`config.mk`:
```
export PLATFORM = sky130hd
export DESIGN_NAME = add_round_key_seq
export DESIGN_NICKNAME = d
export VERILOG_FILES = /design/src/rtl/aes_pkg.sv /design/src/rtl/add_round_key.sv /design/src/rtl/add_round_key_seq.sv
export SDC_FILE = /design/constraint.sdc
export NUM_CORES = 1
export LEC_CHECK = 0
export CAP_MARGIN = 30
export CORE_MARGIN = 2
export CORE_UTILIZATION = 47
export CTS_BUF_LIST = sky130_fd_sc_hd__clkbuf_4
export DETAILED_ROUTE_END_ITERATION = 10
export GPL_TIMING_DRIVEN = 1
export PLACE_DENSITY_LB_ADDON = 0.2
export SLEW_MARGIN = 20
export SYNTH_ARGS = -nofsm -noshare
export SYNTH_HDL_FRONTEND = slang
export SYNTH_SLANG_ARGS = --single-unit
```
`constraint.sdc`:
```
create_clock -name i_clk -period 15 [get_ports i_clk]
set_input_delay 1.5 -clock i_clk [delete_from_list [all_inputs] [get_ports i_clk]]
set_output_delay 1.5 -clock i_clk [all_outputs]
set_load 0.02 [all_outputs]
```
`src/rtl/aes_pkg.sv`:
```
// Shared AES definitions: byte-engine FSM states and default block geometry.
package aes_pkg;

    localparam int BYTE_W    = 8;
    localparam int NUM_BYTES = 16;

    typedef enum logic [1:0] {
        IDLE,
        BUSY,
        DONE
    } state_t;

endpackage

```
`src/rtl/add_round_key.sv`:
```
// One-byte AddRoundKey datapath: result byte is state byte XOR key byte.
module add_round_key
    import aes_pkg::*;
#(
    parameter int WIDTH = BYTE_W
) (
    input  logic [WIDTH-1:0] state_byte,
    input  logic [WIDTH-1:0] key_byte,
    output logic [WIDTH-1:0] result_byte
);

    assign result_byte = state_byte ^ key_byte;

endmodule

```
`src/rtl/add_round_key_seq.sv`:
```
// Sequential AddRoundKey: captures a state/key block and XORs one byte per cycle,
// presenting the full result with a valid/ready handshake.
module add_round_key_seq #(
    parameter int WIDTH     = aes_pkg::BYTE_W,
    parameter int NUM_BYTES = aes_pkg::NUM_BYTES
) (
    input  logic                           i_clk,
    input  logic                           i_rst,
    input  logic                           i_valid,
    output logic                           o_ready,
    input  logic [WIDTH*NUM_BYTES-1:0]     i_state,
    input  logic [WIDTH*NUM_BYTES-1:0]     i_key,
    input  logic                           i_flush,
    output logic                           o_valid,
    input  logic                           i_ready,
    output logic [WIDTH*NUM_BYTES-1:0]     o_data,
    output logic                           o_busy,
    output logic [$clog2(NUM_BYTES)-1:0]   o_byte_idx
);

    import aes_pkg::state_t;
    import aes_pkg::IDLE;
    import aes_pkg::BUSY;
    import aes_pkg::DONE;

    localparam int IDX_W = $clog2(NUM_BYTES);

    state_t                       state;
    logic [IDX_W-1:0]             cnt;
    logic [WIDTH*NUM_BYTES-1:0]   state_q;
    logic [WIDTH*NUM_BYTES-1:0]   key_q;
    logic [WIDTH-1:0]             state_byte;
    logic [WIDTH-1:0]             key_byte;
    logic [WIDTH-1:0]             result_byte;

    assign state_byte = state_q[cnt*WIDTH +: WIDTH];
    assign key_byte   = key_q[cnt*WIDTH +: WIDTH];

    add_round_key #(
        .WIDTH(WIDTH)
    ) u_xor (
        .state_byte (state_byte),
        .key_byte   (key_byte),
        .result_byte(result_byte)
    );

    // The counter is cleared whenever BUSY is left, so it doubles as the index output.
    assign o_byte_idx = cnt;

    always_ff @(posedge i_clk or posedge i_rst) begin
        if (i_rst) begin
            state   <= IDLE;
            cnt     <= '0;
            o_valid <= 1'b0;
            o_busy  <= 1'b0;
            o_ready <= 1'b1;
            o_data  <= '0;
            state_q <= '0;
            key_q   <= '0;
        end else begin
            case (state)
                IDLE: begin
                    if (!i_flush && i_valid) begin
                        state_q <= i_state;
                        key_q   <= i_key;
                        cnt     <= '0;
                        state   <= BUSY;
                        o_ready <= 1'b0;
                        o_busy  <= 1'b1;
                    end
                end
                BUSY: begin
                    if (i_flush) begin
                        state   <= IDLE;
                        cnt     <= '0;
                        o_busy  <= 1'b0;
                        o_ready <= 1'b1;
                        o_valid <= 1'b0;
                    end else begin
                        o_data[cnt*WIDTH +: WIDTH] <= result_byte;
                        if (cnt == IDX_W'(NUM_BYTES - 1)) begin
                            state   <= DONE;
                            cnt     <= '0;
                            o_busy  <= 1'b0;
                            o_valid <= 1'b1;
                        end else begin
                            cnt <= cnt + 1'b1;
                        end
                    end
                end
                DONE: begin
                    if (i_flush || i_ready) begin
                        state   <= IDLE;
                        o_valid <= 1'b0;
                        o_ready <= 1'b1;
                    end
                end
                default: begin
                    state   <= IDLE;
                    cnt     <= '0;
                    o_valid <= 1'b0;
                    o_busy  <= 1'b0;
                    o_ready <= 1'b1;
                end
            endcase
        end
    end

endmodule

```
==> flow_metrics.env <==
export IMPL_outcome="finished clean"
export IMPL_fin_nets=1969
export IMPL_initial_core_util=0.4736
export IMPL_grt_pass1_vias=13690
export IMPL_pre_cts_ws_ns=9.942
export IMPL_hold_violations=0
export IMPL_drive_above_1_share=0.3047
export IMPL_vias=12850
export IMPL_setup_violations=0
export IMPL_antenna_found_initial=10
export IMPL_ys_types=38
export IMPL_holdCritStartpoint="o_data[5]"
export IMPL_io_pins=396
export IMPL_layout_common_cells="clkdlybuf4s50_1, dfrtp_1, mux2_2, nand2_1, clkbuf_4"
export IMPL_worst_setup_path_start_kind="flop"
export IMPL_gp_congestion=0.8775
export IMPL_critPathKind="reg -> out"
export IMPL_setup_ws_ns=10.61
export IMPL_rr_startpoint="o_byte_idx[0]"
export IMPL_grt_max_degree=162
export IMPL_via_per_inst=5.598
export IMPL_drc=0
export IMPL_seqPwrFrac=0.397
export IMPL_root_buffer="clkbuf_4"
export IMPL_grt_pass1_wl_mm=77.06
export IMPL_synth_simple_area_share=0.07446
export IMPL_synth_nets=1536
export IMPL_syn_area_per_cell_um2=13.92
export IMPL_synthArstFlopShare=1.000
export IMPL_drt_iter0_drc=840
export IMPL_slew_headroom=0.3247
export IMPL_clock_sinks=393
export IMPL_placed_area_mm2=0.02193
export IMPL_cpMaxStageDelayCell="clkdlybuf4s50_1"
export IMPL_synth_xor_area_share=0.02536
export IMPL_hold_ws_ns=0.4835
export IMPL_worst_slew_pin_slew_ns=1.013
export IMPL_final_area_mm2=0.02328
export IMPL_synth_top_family_by_area="multiplexers"
export IMPL_required_ns=13.50
export IMPL_crit_path_end_kind="output port"
export IMPL_coreArea_mm2=0.03740
export IMPL_cp_num_buf_inv=2
export IMPL_synth_seq_cells=393
export IMPL_period_share=0.2925
export IMPL_fmax_mhz=227.9
export IMPL_worstSkewPairLatency_ns=0.80
export IMPL_syn_area_mm2=0.01771
export IMPL_post_cts_buffers=0
export IMPL_drt_wl_total_mm=49.77
export IMPL_syn_inst=1272
export IMPL_dp_hpwl_mm=33.96
export IMPL_port_buffers=395
export IMPL_rsz0062_at_grt="no"
export IMPL_ys_seq_area_frac=0.5553
export IMPL_crit_family="buffers and inverters"
export IMPL_cts_max_level=3
export IMPL_synthAdderAreaFrac=0.002119
export IMPL_slowest_delay_ns=0.74
export IMPL_p_per_area_mw_per_mm2=153.1
export IMPL_fin_setup_tns_ns=0
export IMPL_finish_utilization=0.6225
export IMPL_switching_share=0.3530
export IMPL_grt_util_all_layers=0.2600
export IMPL_leakagePower_nw=9.664
export IMPL_rows=71
export IMPL_synth_edf_count=0
export IMPL_combinationalPowerShare=0.344
export IMPL_overflow=0
export IMPL_synthFlopType="dfrtp_1"
export IMPL_maxCapViolations=0
export IMPL_wire_per_inst_um=21.68
export IMPL_die_area_mm2=0.03925
export IMPL_cts_buffer_depth=3
export IMPL_p_clk_frac=0.259
export IMPL_final_max_slew_violation_count=0
export IMPL_fillerInstances=2991
export IMPL_drtPass1Iterations=5
export IMPL_worstPathMaxFanout=55
export IMPL_numCtsBuffers=104
export IMPL_cts_hold_buf=0
export IMPL_ctsResizeCount=0
export IMPL_p_int_mw=2.305
export IMPL_muxShareOfSynthArea=0.2441
export IMPL_power_net_switching_mw=1.258
export IMPL_syn_to_final_growth_pct=31.44
export IMPL_min_period_ns=4.388
export IMPL_tritoncts="built"
export IMPL_clock_skew_ns=0.04608
export IMPL_crit_start="o_byte_idx[2]"
export IMPL_final_common_cell="clkdlybuf4s50_1"
export IMPL_critPathArrivalTime_ns=2.89
export IMPL_die_h_um=198.1
export IMPL_synth_compound_area_frac=0.06838
export IMPL_ir_worst_vdd_mv=0.08720
export IMPL_die_w_um=198.1
export IMPL_path_cells="buf_4, clkdlybuf4s50_1"
export IMPL_holdCritPathClass="reg -> reg"
export IMPL_clkTransAtPathRegs_ns=0.07
export IMPL_synth_warnings=0
export IMPL_postRouteAntennaNets=0
## worst paths after layout
check / endpoint / slack [ns] / cells past startpoint
setup / recovery: o_byte_idx[2] / 10.61 / 2
setup reg to reg: o_data[125] / 11.36 / 6
hold reg to reg: o_data[5] / 0.48 / 2
min in group asynchronous: o_data[11] / 1.05 / 2
hold / removal: o_data[5] / 0.48 / 2
max in group asynchronous: state_q[126] / 12.32 / 4
## tightest hold or removal path: stages (launching register included)
cell,delay [ns]
dfrtp_1,0.35
nand2_1,0.05
o21ai_0,0.06
## kinds of logic (layout without fill, tap and decap cells)
group | count (synthesis) | in the layout
compound gates | 147 | 147
xor+xnor | 17 | 17
fa+ha+maj | 3 | 3
buf+inv | 87 | 594
flops | 393 | 393
mux | 320 | 320
other cells | 0 | 6
simple gates | 305 | 305
## synth_stat cells (2+ instances only)
master | instances | area [um^2]
dfrtp_1 | 392 | 9809
mux2_2 | 256 | 2883
nand2_1 | 221 | 829.6
o221ai_1 | 120 | 1051
mux4_2 | 64 | 1441
buf_2 | 37 | 185.2
nand3_1 | 32 | 160.2
buf_4 | 16 | 120.1
nand2_2 | 16 | 100.1
o21ai_0 | 16 | 80.08
xnor2_4 | 16 | 440.4
clkbuf_1 | 11 | 41.29
nand2b_1 | 9 | 56.30
nor2_1 | 9 | 33.78
buf_1 | 7 | 26.28
buf_6 | 7 | 78.83
a21oi_1 | 5 | 25.02
inv_1 | 4 | 15.01
and2_1 | 3 | 18.77
buf_8 | 3 | 45.04
ha_1 | 3 | 37.54
nor3b_1 | 3 | 22.52
nor2b_1 | 2 | 12.51
nor3_1 | 2 | 10.01
nor4_2 | 2 | 25.02
nor4b_1 | 2 | 17.52
o21a_1 | 2 | 15.01
o311a_1 | 2 | 20.02
## stage by stage
stage | power, mW | cells
5_1_grt | 3.748 | 2294
4_1_cts | 3.593 | 2288
6_report | 3.563 | 2296
2_1_floorplan | 2.280 | 1272
3_3_place_gp | 2.633 | 2107
3_5_place_dp | 2.661 | 2108
## flip-flops by register name (all words and copies together), names as in the netlist
name	count
o_ready	1
o_busy	1
o_byte_idx	4
key_q	128
o_data	128
o_valid	1
state	2
state_q	128
## metal layers
layer,vias to the layer above,global-route usage,share of wire
met5,-,0,0.0011
met4,8,0.1108,0.025
met3,82,0.07869,0.095
met2,637,0.4220,0.49
met1,6452,0.3238,0.39
li1,5673,-,-
## final cells by class
class / instances / area [um^2] / share of cell area
multi-input combinational: 792 / 7341 / 0.3153
clock buffer: 163 / 1224 / 0.05256
tap: 511 / 639.4 / 0.02746
sequential: 393 / 9844 / 0.4229
timing repair buffer: 409 / 4124 / 0.1771
inverter: 5 / 26.28 / 0.001129
clock inverter: 17 / 66.31 / 0.002849
antenna: 6 / 15.01 / 0.0006450
## power groups by stage
| stage | combinational, mW | sequential [mW] | clock (mW) |
|---|---|---|---|
| after detailed placement | 1.23 | 1.44 | 0 |
| after global routing | 1.29 | 1.45 | 1.01 |
| after global placement | 1.21 | 1.42 | 0 |
| after floorplan | 0.881 | 1.40 | 0 |
| after CTS | 1.23 | 1.42 | 0.948 |
| final | 1.23 | 1.42 | 0.921 |
Note: power is estimated with default switching activity, not from simulation.
